### src/rtl/ch446_serial_tx.sv
// CH446Q-style serial transmitter: queued key-switch commands are shifted MSB-first on DAT/SK
// and latched with STB; release_all replaces the queue with a 43-frame "release everything" sweep.
module ch446_serial_tx #(
  parameter int CLK_DIV    = 4,
  parameter int FIFO_DEPTH = 8
) (
  input  logic                        clk,
  input  logic                        rst,
  input  logic                        cmd_valid,
  output logic                        cmd_ready,
  input  logic [6:0]                  cmd_addr,
  input  logic                        cmd_dat,
  input  logic                        release_all,
  output logic                        DAT,
  output logic                        SK,
  output logic                        STB,
  output logic                        busy,
  output logic [$clog2(FIFO_DEPTH):0] fifo_count
);

  localparam int AW = $clog2(FIFO_DEPTH);
  localparam int CW = (CLK_DIV > 1) ? $clog2(CLK_DIV) : 1;
  localparam logic [CW-1:0] CNT_LAST   = CW'(CLK_DIV - 1);
  localparam logic [AW:0]   DEPTH_C    = (AW+1)'(FIFO_DEPTH);
  localparam logic [5:0]    SWEEP_LAST = 6'd42;

  typedef enum logic [2:0] {
    S_IDLE     = 3'd0,
    S_SHIFT_LO = 3'd1,
    S_SHIFT_HI = 3'd2,
    S_SETUP    = 3'd3,
    S_STROBE   = 3'd4,
    S_HOLD     = 3'd5
  } state_t;

  // Sweep order: 40 matrix keys (AY 0..4, AX 0..7), then the AX=8 specials on Y5, Y6, Y7.
  function automatic logic [6:0] sweep_addr(input logic [5:0] idx);
    logic [2:0] ay_s;
    ay_s = idx[2:0] + 3'd5;
    if (idx < 6'd40) begin
      sweep_addr = {idx[5:3], 1'b0, idx[2:0]};
    end else begin
      sweep_addr = {ay_s, 4'h8};
    end
  endfunction

  state_t        state_r, state_nxt_s;
  logic [CW-1:0] cnt_r, cnt_nxt_s;
  logic [2:0]    idx_r, idx_nxt_s;
  logic [6:0]    frame_addr_r;
  logic          frame_dat_r;
  logic          dat_r, sk_r, stb_r, dat_nxt_s;
  logic          load_s, hold_end_s, phase_done_s;
  logic [6:0]    load_addr_s;
  logic          load_dat_s;

  logic [7:0]    mem_r [FIFO_DEPTH];
  logic [AW:0]   wr_ptr_r, rd_ptr_r, count_s;
  logic          full_s, empty_s, push_s, pop_s;
  logic [7:0]    head_s;

  logic          sweep_active_r, sweep_last_r;
  logic [5:0]    sweep_idx_r;

  assign count_s      = wr_ptr_r - rd_ptr_r;
  assign full_s       = (count_s == DEPTH_C);
  assign empty_s      = (count_s == {(AW+1){1'b0}});
  assign head_s       = mem_r[rd_ptr_r[AW-1:0]];
  assign cmd_ready    = ~rst & ~full_s & ~sweep_active_r & ~release_all;
  assign push_s       = cmd_valid & cmd_ready;
  assign pop_s        = load_s & ~sweep_active_r;
  assign phase_done_s = (cnt_r == CNT_LAST);
  assign load_addr_s  = sweep_active_r ? sweep_addr(sweep_idx_r) : head_s[7:1];
  assign load_dat_s   = sweep_active_r ? 1'b1 : head_s[0];

  // Next-state and DAT decode; every phase lasts CLK_DIV cycles.
  always_comb begin
    state_nxt_s = state_r;
    cnt_nxt_s   = cnt_r;
    idx_nxt_s   = idx_r;
    dat_nxt_s   = dat_r;
    load_s      = 1'b0;
    hold_end_s  = 1'b0;
    case (state_r)
      S_IDLE: begin
        // A release_all cycle never loads: the sweep starts cleanly from index 0 next cycle.
        if (!release_all && (sweep_active_r || !empty_s)) begin
          load_s      = 1'b1;
          state_nxt_s = S_SHIFT_LO;
          cnt_nxt_s   = {CW{1'b0}};
          idx_nxt_s   = 3'd6;
          dat_nxt_s   = load_addr_s[6];
        end else begin
          cnt_nxt_s   = {CW{1'b0}};
        end
      end
      S_SHIFT_LO: begin
        if (phase_done_s) begin
          state_nxt_s = S_SHIFT_HI;
          cnt_nxt_s   = {CW{1'b0}};
        end else begin
          cnt_nxt_s   = cnt_r + CW'(1);
        end
      end
      S_SHIFT_HI: begin
        if (phase_done_s) begin
          cnt_nxt_s = {CW{1'b0}};
          if (idx_r != 3'd0) begin
            state_nxt_s = S_SHIFT_LO;
            idx_nxt_s   = idx_r - 3'd1;
            dat_nxt_s   = frame_addr_r[idx_r - 3'd1];
          end else begin
            state_nxt_s = S_SETUP;
            dat_nxt_s   = frame_dat_r;
          end
        end else begin
          cnt_nxt_s = cnt_r + CW'(1);
        end
      end
      S_SETUP: begin
        if (phase_done_s) begin
          state_nxt_s = S_STROBE;
          cnt_nxt_s   = {CW{1'b0}};
        end else begin
          cnt_nxt_s   = cnt_r + CW'(1);
        end
      end
      S_STROBE: begin
        if (phase_done_s) begin
          state_nxt_s = S_HOLD;
          cnt_nxt_s   = {CW{1'b0}};
        end else begin
          cnt_nxt_s   = cnt_r + CW'(1);
        end
      end
      S_HOLD: begin
        if (phase_done_s) begin
          state_nxt_s = S_IDLE;
          cnt_nxt_s   = {CW{1'b0}};
          hold_end_s  = 1'b1;
        end else begin
          cnt_nxt_s   = cnt_r + CW'(1);
        end
      end
      default: begin
        state_nxt_s = S_IDLE;
        cnt_nxt_s   = {CW{1'b0}};
      end
    endcase
  end

  // State register and registered line drivers.
  always_ff @(posedge clk) begin
    if (rst) begin
      state_r      <= S_IDLE;
      cnt_r        <= {CW{1'b0}};
      idx_r        <= 3'd0;
      frame_addr_r <= 7'h00;
      frame_dat_r  <= 1'b1;
      dat_r        <= 1'b1;
      sk_r         <= 1'b0;
      stb_r        <= 1'b0;
    end else begin
      state_r <= state_nxt_s;
      cnt_r   <= cnt_nxt_s;
      idx_r   <= idx_nxt_s;
      dat_r   <= dat_nxt_s;
      sk_r    <= (state_nxt_s == S_SHIFT_HI);
      stb_r   <= (state_nxt_s == S_STROBE);
      if (load_s) begin
        frame_addr_r <= load_addr_s;
        frame_dat_r  <= load_dat_s;
      end
    end
  end

  // Command storage, {addr, dat} per entry.
  always_ff @(posedge clk) begin
    if (push_s) begin
      mem_r[wr_ptr_r[AW-1:0]] <= {cmd_addr, cmd_dat};
    end
  end

  // FIFO pointers; release_all discards everything queued.
  always_ff @(posedge clk) begin
    if (rst || release_all) begin
      wr_ptr_r <= {(AW+1){1'b0}};
      rd_ptr_r <= {(AW+1){1'b0}};
    end else begin
      if (push_s) wr_ptr_r <= wr_ptr_r + (AW+1)'(1);
      if (pop_s)  rd_ptr_r <= rd_ptr_r + (AW+1)'(1);
    end
  end

  // Sweep sequencer; index saturates at the last special line.
  always_ff @(posedge clk) begin
    if (rst) begin
      sweep_active_r <= 1'b0;
      sweep_idx_r    <= 6'd0;
      sweep_last_r   <= 1'b0;
    end else if (release_all) begin
      sweep_active_r <= 1'b1;
      sweep_idx_r    <= 6'd0;
      sweep_last_r   <= 1'b0;
    end else begin
      if (load_s && sweep_active_r) begin
        sweep_last_r <= (sweep_idx_r == SWEEP_LAST);
        if (sweep_idx_r != SWEEP_LAST) sweep_idx_r <= sweep_idx_r + 6'd1;
      end
      if (hold_end_s && sweep_last_r) begin
        sweep_active_r <= 1'b0;
        sweep_last_r   <= 1'b0;
      end
    end
  end

  assign DAT        = dat_r;
  assign SK         = sk_r;
  assign STB        = stb_r;
  assign busy       = (state_r != S_IDLE) | ~empty_s | sweep_active_r;
  assign fifo_count = count_s;

endmodule

### config.mk
export PLATFORM = sky130hd
export DESIGN_NAME = ch446_serial_tx
export DESIGN_NICKNAME = d
export VERILOG_FILES = /design/src/rtl/ch446_serial_tx.sv
export SDC_FILE = /design/constraint.sdc
export NUM_CORES = 1
export LEC_CHECK = 0
export CAP_MARGIN = 25
export CORE_MARGIN = 4
export CORE_UTILIZATION = 50
export CTS_CLUSTER_DIAMETER = 120
export CTS_CLUSTER_SIZE = 12
export DETAILED_ROUTE_END_ITERATION = 12
export PLACE_DENSITY_LB_ADDON = 0.1
export SKIP_LAST_GASP = 1
export SLEW_MARGIN = 0
export SYNTH_ARGS = -nofsm -noshare
export SYNTH_HDL_FRONTEND = slang
export SYNTH_SLANG_ARGS = --single-unit
### constraint.sdc
create_clock -name clk -period 4 [get_ports clk]
set_input_delay 0.8 -clock clk [delete_from_list [all_inputs] [get_ports clk]]
set_output_delay 0.8 -clock clk [all_outputs]
set_load 0.01 [all_outputs]
Word-level counts from Yosys, hierarchy flattened
Memory sizes are Yosys's and may differ from the RTL's. A register that Yosys moved wholly into a read port is not among the register bits.
Cells that the tools add are included.

storage, ports and cells
  bits in registers = 35
  latch bits = 0
  memory bits (writable) = 64
  ROM bits = 0
  bits of input ports = 12
  output and inout port bits = 9
  word-level logic and storage cells = 101
  memories = 1

memory list
  name   words  width  read ports  clocked after Yosys merged registers in  write ports  line  text
  mem_r  8      8      1           1                                        1            57    logic [7:0] mem_r [FIFO_DEPTH];

operators by class
  $add $sub $neg = 7
  $mul = 0
  divide/modulo/power cells = 0
  $lt $le $gt $ge = 2
  equality and inequality tests = 14
  shifts and indexed selects = 0
  multiplexer cells = 31
  bitwise gates (word level) = 13
  reduce and logical (&&, ||, !) cells = 20

operators with widths
  operator             count
  $mux 3               11
  $pmux 3 s6           1
  $mux 7               2
  $mux 1               13
  $eq 3x2->1 const B   3
  $eq 3x3->1 const B   3
  $add 4x1->4 const B  2
  $add 6x1->6 const B  1
  $eq 6x6->1 const B   1
  $lt 6x6->1 const B   1
  $ne 2x2->1 const B   3
  $ne 6x6->1 const B   1
  $not 1->1            6
  $pmux 3 s2           1
  $reduce_bool 3->1    2
  $reduce_or 3->1      2
  $and 1x1->1          5
  $reduce_or 5->1      1
  $eq 4x4->1 const B   1
  $logic_not 4->1      1
  $lt 3x4->1 const B   1
  $reduce_and 4->1     1
  $reduce_bool 2->1    2
  $sub 4x4->4          1
  other kinds (16)     21

Longest topological paths before layout
  depth in word-level cells = 10
  mapped depth = 11

Least setup slack after synthesis
OpenSTA, ideal clock, no wires.

  kind = reg-to-output
  from = register wr_ptr_r[0]
  to = output busy
  arrival = 2312 ps
  required time = 3200 ps
  setup slack = 888 ps
  cell stages (with the launch flop) = 11
  buffers on the path = 2
  cells stage by stage = dfxtp_1 clkbuf_1 inv_1 ha_1 inv_1 fa_1 nand2b_1 nor3_1 o21a_1 buf_2 nand2_1

on the way
  cells in the longest elaborated chain, start to end = 5

ends and longest elaborated chain
  element                  line  text
  from (decl)              58    logic [AW:0] wr_ptr_r, rd_ptr_r, count_s;
  from (signal assigned)   187   wr_ptr_r <= {(AW+1){1'b0}};
  from (signal assigned)   190   if (push_s) wr_ptr_r <= wr_ptr_r + (AW+1)'(1);
  $sub 4x4->4              65    assign count_s = wr_ptr_r - rd_ptr_r;
  net fifo_count[1]        18    output logic [$clog2(FIFO_DEPTH):0] fifo_count
  $logic_not 4->1          67    assign empty_s = (count_s == {(AW+1){1'b0}});
  $not 1->1                220   assign busy = (state_r != S_IDLE) | ~empty_s | sweep_active_r;
  $or 1x1->1 (2 in a row)  220
  to (decl)                17    output logic busy,

The timed path passes the listed nets, and every way through them passes these cells.

Worst setup path after layout
  from = register wr_ptr_r[0]
  to = output busy

on the way
  cells in the longest elaborated chain, start to end = 5

ends and longest elaborated chain
  element                  line
  $sub 4x4->4              65
  $logic_not 4->1          67
  $not 1->1                220
  $or 1x1->1 (2 in a row)  220

Every way passes these cells.

==> flow_summary.yaml <==
outcome:
  status: "complete, no violations"
clock_tree:
  clk_pin_slew_ns: 0.11
  cts_sinks: 102
  worstSkewPairLatency_ns: 0.37
  cts_tree: "done"
  numCtsBuffers: 9
  ctsRootBufferMaster: "clkbuf_8"
  post_cts_resize_count: 0
  cts_max_level: 3
  postCtsHoldBufs: 0
  cts_setup_buffers: 0
  clockBufferDepth: 2
final_layout:
  final_cells: 494
  diodes: 0
  areaGrowthSynthToFinish_pct: 11.80
  layout.nets: 404
  multiInputGateArea_sq_mm: 0.001809
  seqCellArea_sq_mm: 0.002683
  drive_gt1_share_pct: 16.84
  num-fill-cells: 721
timing:
  rsz0062_at_grt: "no"
  post-route-period-util_pct: 93.21
  fin_skew_ns: 0.01431
  finalHoldViolCount: 0
  finalSetupViolCount: 0
  relSlewSlack_pct: 37.57
  maxClockFrequency_mhz: 268.2
  fin_tns_setup_ns: 0
  slew_viol_final: 0
  worstMarginPinSlew_ns: 0.9351
  period_minus_slack_ns: 3.728
route:
  first_iter_violations: 131
  wire_per_inst_um: 18.29
  wl_met1_mm: 4.052
  drtPass1Iterations: 4
  drt-vias-per-instance: 5.909
  highest_layer: "met4"
  drc: 0
  antenna_left: 0
  met2_length_mm: 4.543
  routed_wl_mm: 9.037
  route.met3.wl_um: 344
  num_vias: 2919
logic_synthesis:
  syn_area_per_cell_sq_um: 12.87
  synth_fp_nets: 384
  ys.flop_type: "edfxtp_1"
  synthTopCellsByCount: "64 x edfxtp_1, 38 x dfxtp_1, 22 x nor2_1"
  synth_top_area_cell: "edfxtp_1"
  synthesis.area_sq_mm: 0.004644
  yosys.area.top_type_share_pct: 41.38
  synth_edf_count: 64
  synth_async_sr_flop_share_pct: 0
  post_synth_num_cell_types: 67
  yosysMostFrequentCell: "edfxtp_1"
  yosysSeqAreaShare_pct: 57.76
  ys_ff_latch: 102
  yosys-top-cells-area: "edfxtp_1 41%, dfxtp_1 16%, mux4_2 7.3%"
  syn_inst: 361
  yosysWarningCount: 0
critical_path:
  crit_chain: "inv_1 -> ha_1 -> inv_1 -> fa_1 -> nand2b_1 -> nor3_2 -> o21a_1 -> nand2_1 -> clkdlybuf4s50_1"
  crit_arrival_ns: 2.93
  critPathCaptureType: "output pin"
  crit_slowest_cell: "dfxtp_1"
  cp_max_fo: 9
  critPathKind: "reg -> out"
  start_kind: "flop"
  cpPeakStageDelay_ns: 0.55
  cp.required_ns: 3.20
  worst_path_most_repeated_cell: "inv_1"
grt:
  grt_pass1_vias: 2854
  overflow: 0
  grt_first_pass_wirelength_mm: 14.74
  grt_antenna_before_repair: 0
  grt_max_degree: 21
  grt_usage_pct: 17.44
floorplanning:
  start_util_pct: 52.24
  core_sq_mm: 0.008891
  die-width_um: 104.4
  num_rows: 34
  dieArea_sq_mm: 0.01090
  pin_count: 21
  die_h_um: 104.4
pwr:
  vdd_drop_max_mv: 0.2785
  p_leak_nw: 1.701
  power.density_mw_per_mm2: 388.5
placed_design:
  gp_congestion: 0.8571
  dp.cells: 478
  portBuffers: 20
  dpl.hpwl_mm: 6.157
flow_run:
  cap_viol_max_count: 0
worst_hold_path:
  hold_path.class: "reg -> reg"
[flip-flops by register name, summed over array words and instances, names as in the netlist, 2 cells and up, named ones only]
signal,count
wr_ptr_r,4
idx_r,3
rd_ptr_r,4
mem_r,64
sweep_idx_r,6
frame_addr_r,7
cnt_r,2
state_r,3
[where the power goes]
group	internal, mW	switching (mW)
registers	1.13	0.0189
clock network	0.309	0.386
logic	0.0760	0.0955
total	1.52	0.500
[kinds of logic (layout without fill, tap and decap cells)]
| family | after synthesis | count (layout) | share of synthesized area [%] |
|---|---|---|---|
| flip-flops | 102 | 102 | 57.76 |
| AND/OR/NAND/NOR | 102 | 102 | 12.55 |
| AO/OA/AOI/OAI | 68 | 68 | 10.45 |
| buffers and inverters | 39 | 64 | 3.664 |
| multiplexers | 27 | 27 | 10.02 |
| XOR/XNOR | 12 | 12 | 2.425 |
| adder cells (fa/ha/maj) | 11 | 11 | 3.125 |
[critical path: cells and delay by family (launching register included)]
kind	cells	cell delay [ns]
AO/OA/AOI/OAI	1	0.18
adder cells (fa/ha/maj)	2	0.65
buffers and inverters	3	0.69
flip-flops	1	0.55
AND/OR/NAND/NOR	3	0.47
[stage by stage]
step	instance area (sq um)	setup WS [ns]	utilization (%)	power (mW)	hold slack [ns]
finish	5192	0.2716	58.40	2.018	0.4253
global route	5192	0.04754	58.40	2.106	0.4497
CTS	5187	0.1147	58.35	2.035	0.4309
detailed placement	4969	0.5430	55.88	1.345	0.4166
global placement	4969	0.6170	55.88	1.343	0.4078
floorplan	4644	0.8877	-	1.286	0.3985
[path summary, 6_finish.rpt]
| check | from | end | slack (ns) | depth (start not counted) |
|---|---|---|---|---|
| max | wr_ptr_r[0] | busy | 0.27 | 9 |
| min | cnt_r[0] | cnt_r[0] | 0.43 | 1 |
| max reg2reg | wr_ptr_r[0] | mem_r[7][6] | 1.17 | 9 |
| min reg2reg | cnt_r[0] | cnt_r[0] | 0.43 | 1 |
[metal layers]
layer	vias up	GRT usage [%]
li1	1421	-
met2	47	29.52
met3	9	4.593
met1	1442	22.34
met5	-	0
met4	0	4.274
[final cells by class]
cell class / instances / share of cell area [%]
clock inverter: 7 / 1.831
inverter: 17 / 1.229
clock buffer: 9 / 2.386
sequential: 102 / 51.66
tap: 108 / 2.602
multi-input combinational: 220 / 34.84
timing repair buffer: 31 / 5.446
[cells in the final DEF, fill, tap and decap left out, types with 4 or more instances in the layout]
master,synthesis,final
inv_1,16,16
clkbuf_8,0,9
nor3_1,9,8
o31ai_1,5,5
nand3_1,7,7
mux2i_1,6,6
nor2b_1,5,5
xnor2_1,8,8
a21oi_1,17,17
o211ai_1,4,4
a31oi_1,5,5
a211oi_1,4,4
nand2_1,17,17
ha_1,10,10
clkdlybuf4s50_1,0,20
mux2_2,6,6
dfxtp_1,38,38
mux4_2,15,15
and3_1,4,4
nand2b_1,6,6
o21ai_0,7,7
nand4_1,10,10
buf_4,2,11
edfxtp_1,64,64
nor2_1,22,22
No activity file was read; power rests on OpenSTA's default activity.
